`config.mk`:
```
export PLATFORM = sky130hd
export DESIGN_NAME = sync_fifo_flat
export DESIGN_NICKNAME = d
export VERILOG_FILES = /design/src/rtl/sync_fifo_if.sv /design/src/rtl/sync_fifo.sv /design/src/flat_wrapper.sv
export SDC_FILE = /design/constraint.sdc
export NUM_CORES = 1
export LEC_CHECK = 0
export ABC_AREA = 1
export CAP_MARGIN = 20
export CORE_ASPECT_RATIO = 0.8
export CORE_UTILIZATION = 55
export CTS_BUF_LIST = sky130_fd_sc_hd__clkbuf_4 sky130_fd_sc_hd__clkbuf_8
export DETAILED_ROUTE_END_ITERATION = 8
export DONT_BUFFER_PORTS = 1
export GPL_ROUTABILITY_DRIVEN = 0
export HOLD_SLACK_MARGIN = 0.12
export PLACE_DENSITY_LB_ADDON = 0.05
export SETUP_SLACK_MARGIN = 0.5
export SLEW_MARGIN = 40
export SYNTH_ARGS = -nofsm -noshare
export SYNTH_HDL_FRONTEND = slang
export SYNTH_SLANG_ARGS = --single-unit
```
`constraint.sdc`:
```
create_clock -name clk -period 5.05 [get_ports clk]
set_input_delay 1.01 -clock clk [delete_from_list [all_inputs] [get_ports clk]]
set_output_delay 1.01 -clock clk [all_outputs]
set_load 0.05 [all_outputs]
```
`src/rtl/sync_fifo_if.sv`:
```
// Handshake/data bundle for sync_fifo: producer/consumer side is the master,
// the FIFO itself is the slave.
interface sync_fifo_if #(
  parameter int DATA_WIDTH = 16,
  parameter int ADDR_WIDTH = 3
);
  logic [DATA_WIDTH-1:0] din;
  logic                  wr_en;
  logic                  rd_en;
  logic [DATA_WIDTH-1:0] dout;
  logic                  full;
  logic                  empty;
  logic [ADDR_WIDTH:0]   data_count;
  logic                  overflow;
  logic                  underflow;

  modport master (
    output din, wr_en, rd_en,
    input  dout, full, empty, data_count, overflow, underflow
  );

  modport slave (
    input  din, wr_en, rd_en,
    output dout, full, empty, data_count, overflow, underflow
  );
endinterface

```
`src/rtl/sync_fifo.sv`:
```
// Single-clock FIFO with registered read data, occupancy count and
// one-cycle overflow/underflow pulses. No fall-through when empty.
module sync_fifo #(
  parameter int DATA_WIDTH = 16,
  parameter int ADDR_WIDTH = 3
) (
  input logic       clk,
  input logic       rst,
  sync_fifo_if.slave bus
);
  localparam int DEPTH = 2**ADDR_WIDTH;

  logic [DATA_WIDTH-1:0] mem_q [DEPTH];
  logic [ADDR_WIDTH-1:0] wr_ptr_q, wr_ptr_d;
  logic [ADDR_WIDTH-1:0] rd_ptr_q, rd_ptr_d;
  logic [ADDR_WIDTH:0]   count_q, count_d;
  logic [DATA_WIDTH-1:0] dout_q, dout_d;
  logic                  full_q, full_d;
  logic                  empty_q, empty_d;
  logic                  ovf_q, ovf_d;
  logic                  udf_q, udf_d;
  logic                  wr_acc, rd_acc;

  // A write at full is still taken when a read frees a slot on the same edge.
  always_comb begin
    wr_acc   = bus.wr_en && (!full_q || bus.rd_en);
    rd_acc   = bus.rd_en && !empty_q;
    wr_ptr_d = wr_ptr_q;
    rd_ptr_d = rd_ptr_q;
    count_d  = count_q;
    dout_d   = dout_q;
    if (wr_acc) wr_ptr_d = wr_ptr_q + ADDR_WIDTH'(1);
    if (rd_acc) begin
      rd_ptr_d = rd_ptr_q + ADDR_WIDTH'(1);
      dout_d   = mem_q[rd_ptr_q];
    end
    case ({wr_acc, rd_acc})
      2'b10:   count_d = count_q + (ADDR_WIDTH+1)'(1);
      2'b01:   count_d = count_q - (ADDR_WIDTH+1)'(1);
      default: count_d = count_q;
    endcase
    full_d  = (count_d == (ADDR_WIDTH+1)'(DEPTH));
    empty_d = (count_d == '0);
    ovf_d   = bus.wr_en && full_q && !bus.rd_en;
    udf_d   = bus.rd_en && empty_q;
  end

  always_ff @(posedge clk or posedge rst) begin
    if (rst) begin
      wr_ptr_q <= '0;
      rd_ptr_q <= '0;
      count_q  <= '0;
      dout_q   <= '0;
      full_q   <= 1'b0;
      empty_q  <= 1'b1;
      ovf_q    <= 1'b0;
      udf_q    <= 1'b0;
    end else begin
      wr_ptr_q <= wr_ptr_d;
      rd_ptr_q <= rd_ptr_d;
      count_q  <= count_d;
      dout_q   <= dout_d;
      full_q   <= full_d;
      empty_q  <= empty_d;
      ovf_q    <= ovf_d;
      udf_q    <= udf_d;
    end
  end

  // Storage is not reset; stale words are unreachable once pointers clear.
  always_ff @(posedge clk) begin
    if (!rst && wr_acc) mem_q[wr_ptr_q] <= bus.din;
  end

  assign bus.dout       = dout_q;
  assign bus.full       = full_q;
  assign bus.empty      = empty_q;
  assign bus.data_count = count_q;
  assign bus.overflow   = ovf_q;
  assign bus.underflow  = udf_q;
endmodule

```
`src/flat_wrapper.sv`:
```
// flat-port wrapper written by rule: the top's interface ports become plain ports
module sync_fifo_flat 
#(
  parameter int DATA_WIDTH = 16,
  parameter int ADDR_WIDTH = 3
)
  (clk, rst, bus_din, bus_wr_en, bus_rd_en, bus_dout, bus_full, bus_empty, bus_data_count, bus_overflow, bus_underflow);
  sync_fifo_if #(.DATA_WIDTH(DATA_WIDTH), .ADDR_WIDTH(ADDR_WIDTH)) bus_i ();
  input logic clk;
  input logic rst;
  input wire logic [$bits(bus_i.din)-1:0] bus_din;
  input wire logic [$bits(bus_i.wr_en)-1:0] bus_wr_en;
  input wire logic [$bits(bus_i.rd_en)-1:0] bus_rd_en;
  output wire logic [$bits(bus_i.dout)-1:0] bus_dout;
  output wire logic [$bits(bus_i.full)-1:0] bus_full;
  output wire logic [$bits(bus_i.empty)-1:0] bus_empty;
  output wire logic [$bits(bus_i.data_count)-1:0] bus_data_count;
  output wire logic [$bits(bus_i.overflow)-1:0] bus_overflow;
  output wire logic [$bits(bus_i.underflow)-1:0] bus_underflow;
  assign bus_i.din = bus_din;
  assign bus_i.wr_en = bus_wr_en;
  assign bus_i.rd_en = bus_rd_en;
  assign bus_dout = bus_i.dout;
  assign bus_full = bus_i.full;
  assign bus_empty = bus_i.empty;
  assign bus_data_count = bus_i.data_count;
  assign bus_overflow = bus_i.overflow;
  assign bus_underflow = bus_i.underflow;
  sync_fifo #(.DATA_WIDTH(DATA_WIDTH), .ADDR_WIDTH(ADDR_WIDTH)) u_core (.clk(clk), .rst(rst), .bus(bus_i));
endmodule
```
==> impl_metrics.tcl <==
set metrics [dict create \
    status "complete, no violations" \
    drc 0 \
    powerDensity_nw_per_um2 591.3 \
    worst-path-max-fanout 20 \
    synth_fp_nets 499 \
    vias 3717 \
    synth_cell_types 29 \
    dp_slack_ps 1945 \
    synth-seq-area-share_pct 73.27 \
    fin_cells 634 \
    cts.clk_slew.worst_paths_ps 80 \
    grt_pass1_wl_mm 20.33 \
    tightestPinTransition_ps 813.0 \
    worst_slack_ps 2089 \
    final_max_slew_viol_count 0 \
    cts_buffer_depth 2 \
    grtUsageTotal_pct 23.96 \
    fin_tns_setup_ps 0 \
    period_share_pct 58.63 \
    critPathMaxStageDelay_ps 710 \
    cts_sinks 158 \
    slew-limit-headroom_pct 45.74 \
    worst_hold_slack_ps 519.4 \
    drive_above_1_share_pct 13.06 \
    max_cap_viol_count 0 \
    ys_top_cells_by_area "edfxtp_1 (61%), dfrtp_1 (12%), nor2_1 (4.5%)" \
    critPathArrivalTime_ps 3330 \
    clk_latency_ps 440 \
    grt_max_degree 67 \
    setup_viol 0 \
    crit_type "register to register" \
    hold_viol 0 \
    wl_mm 12.78 \
    syn-mean-instance-area_um2 13.20 \
    dieWidth_um 121.4 \
    worstSetupEndpointType "register" \
    die_h_um 97.52 \
    nets 501 \
    grt_overflow 0 \
    dp_hpwl_mm 7.231 \
    ys_seq_elements 158 \
    fin_util_pct 61.62 \
    synth_top_area_share_pct 61.28 \
    fin_crit_ps 2961 \
    htreeDepth 4 \
    leakagePower_nw 2.384 \
    crit_chain "inv_1 -> nand2_2 -> inv_1 -> ha_1 -> inv_1 -> nand2_1 -> o21ai_0 -> nor2_1 -> nand3_2 -> nor2_1" \
    peakVddDrop_v 0.0003790 \
    rows 34 \
    postCtsHoldBufs 0 \
    area_growth_pct 7.820 \
    cts_tree "done" \
    dp_cells 602 \
    max_freq_mhz 337.8 \
    core_um2 10980 \
    io_buffers 0 \
    drt-initial-drc-count 379 \
    numCtsBuffers 17 \
    n_antenna_cell 0 \
    worstSetupStartpointType "register" \
    drt_pass1_iterations 5 \
    crit_slowest_cell "dfstp_2" \
    io_pins 44 \
    vias_per_cell 5.863 \
    dieArea_um2 11840 \
    cts-resized-gates 0 \
    syn_area_um2 6272 \
    hold_class "register to register" \
    wl_per_cell_um 20.16 \
    cpMostUsedCell "inv_1" \
    rsz0062_at_grt "false" \
    postSynthCellCount 475 \
    drtAntennaViolNets 0 \
    finClkSkew_ps 12.57 \
    start_util_pct 57.15 \
    antenna_found_initial 0 \
    grt_pass1_vias 3819 \
    clk_root_buffer_cell "clkbuf_8" \
    post_cts_buffers 0 \
    synth.largest_area_cell "edfxtp_1" \
    critPathRequiredTime_ps 5420 \
    synth_warnings 0 \
]
-- cells by family (layout without fill, tap and decap cells) --
kind of cell	after synthesis	after routing	share of synthesized area, %
compound gates	104	104	10.27
flops	158	158	73.27
buf+inv	46	61	3.930
fa+ha+maj	4	4	0.7980
simple gates	156	156	10.63
xor+xnor	7	7	1.097
-- sequential cells by signal (all words and copies together), names as in the netlist --
name and flops:
u_core.bus.full 1, u_core.bus.underflow 1, u_core.mem_q 128, u_core.rd_ptr_q 3, u_core.bus.dout 16, u_core.wr_ptr_q 3, u_core.bus.data_count 4, u_core.bus.overflow 1
u_core.bus.empty 1
-- metrics by stage --
step                      instance area, um2  power [mW]
after global placement                  6352       3.056
after CTS                               6763       4.015
final                                   6763       3.999
after global routing                    6763       4.224
after detailed placement                6361       3.083
after floorplan                         6272       2.860
-- Yosys cell counts --
cell type,instances
edfxtp_1,128
nor2_1,75
o21ai_0,52
nand2_1,48
dfrtp_1,29
o221ai_1,29
inv_1,17
nand3_1,15
o21ai_1,14
buf_2,10
buf_6,8
clkbuf_1,8
nand2_2,6
nor2_2,5
ha_1,4
xor2_1,4
nand4_1,3
o211ai_1,3
o22ai_1,3
a21oi_1,2
inv_2,2
nand3_2,2
xnor2_1,2
clkbuf_2,1
dfstp_2,1
nand3_4,1
nor3_1,1
o21ai_2,1
xor2_2,1
-- worst max-delay path, delay by kind of cell, from the launching register on --
family	cells	cell delay [ps]
buf+inv	3	790
fa+ha+maj	1	500
compound gates	1	90
simple gates	5	790
flops	1	710
-- placed cells by master (no fill, tap or decap), drive strengths merged, types with 4 or more instances in the layout --
cell type and count:
buf 10, nand3 18, xor2 5, nor2 80
edfxtp 128, inv 19, dfrtp 29, o21ai 67
clkinv 6, nand2 54, o221ai 29, ha 4
clkbuf 20
-- worst paths after layout --
check                                   start                  to  slack, ps  cells after the start
max reg2reg                  u_core.bus.empty     u_core.bus.full       2090                     10
max                          u_core.bus.empty     u_core.bus.full       2090                     10
min in group asynchronous                 rst  u_core.rd_ptr_q[2]        550                      2
min reg2reg                u_core.wr_ptr_q[2]  u_core.wr_ptr_q[2]        520                      1
max in group asynchronous                 rst    u_core.bus.empty       4180                      2
min                        u_core.wr_ptr_q[2]  u_core.wr_ptr_q[2]        520                      1
-- cell type report --
cell class / instances / area, um2
clock buffer: 20 / 256.5
clock inverter: 12 / 145.1
fill: 847 / 4213
inverter: 19 / 73.82
multi-input combinational: 271 / 1435
sequential: 158 / 4597
tap: 144 / 180.2
timing repair buffer: 10 / 75.07
-- power by group --
| group | leakage (nW) | switching, mW | internal [mW] | total [mW] |
|---|---|---|---|---|
| logic | 0.666 | 0.659 | 0.310 | 0.968 |
| registers | 1.52 | 0.484 | 1.60 | 2.09 |
| clock network | 0.200 | 0.446 | 0.500 | 0.946 |
-- routing by layer --
metal	vias to the layer above	global-route usage [%]	share of wire [%]
li1	1725	-	-
met2	121	37.59	49
met1	1852	31.93	44
met4	0	9.592	1.7
met3	19	6.162	4.8
met5	-	0	0
(Power assumes the default switching activity.)
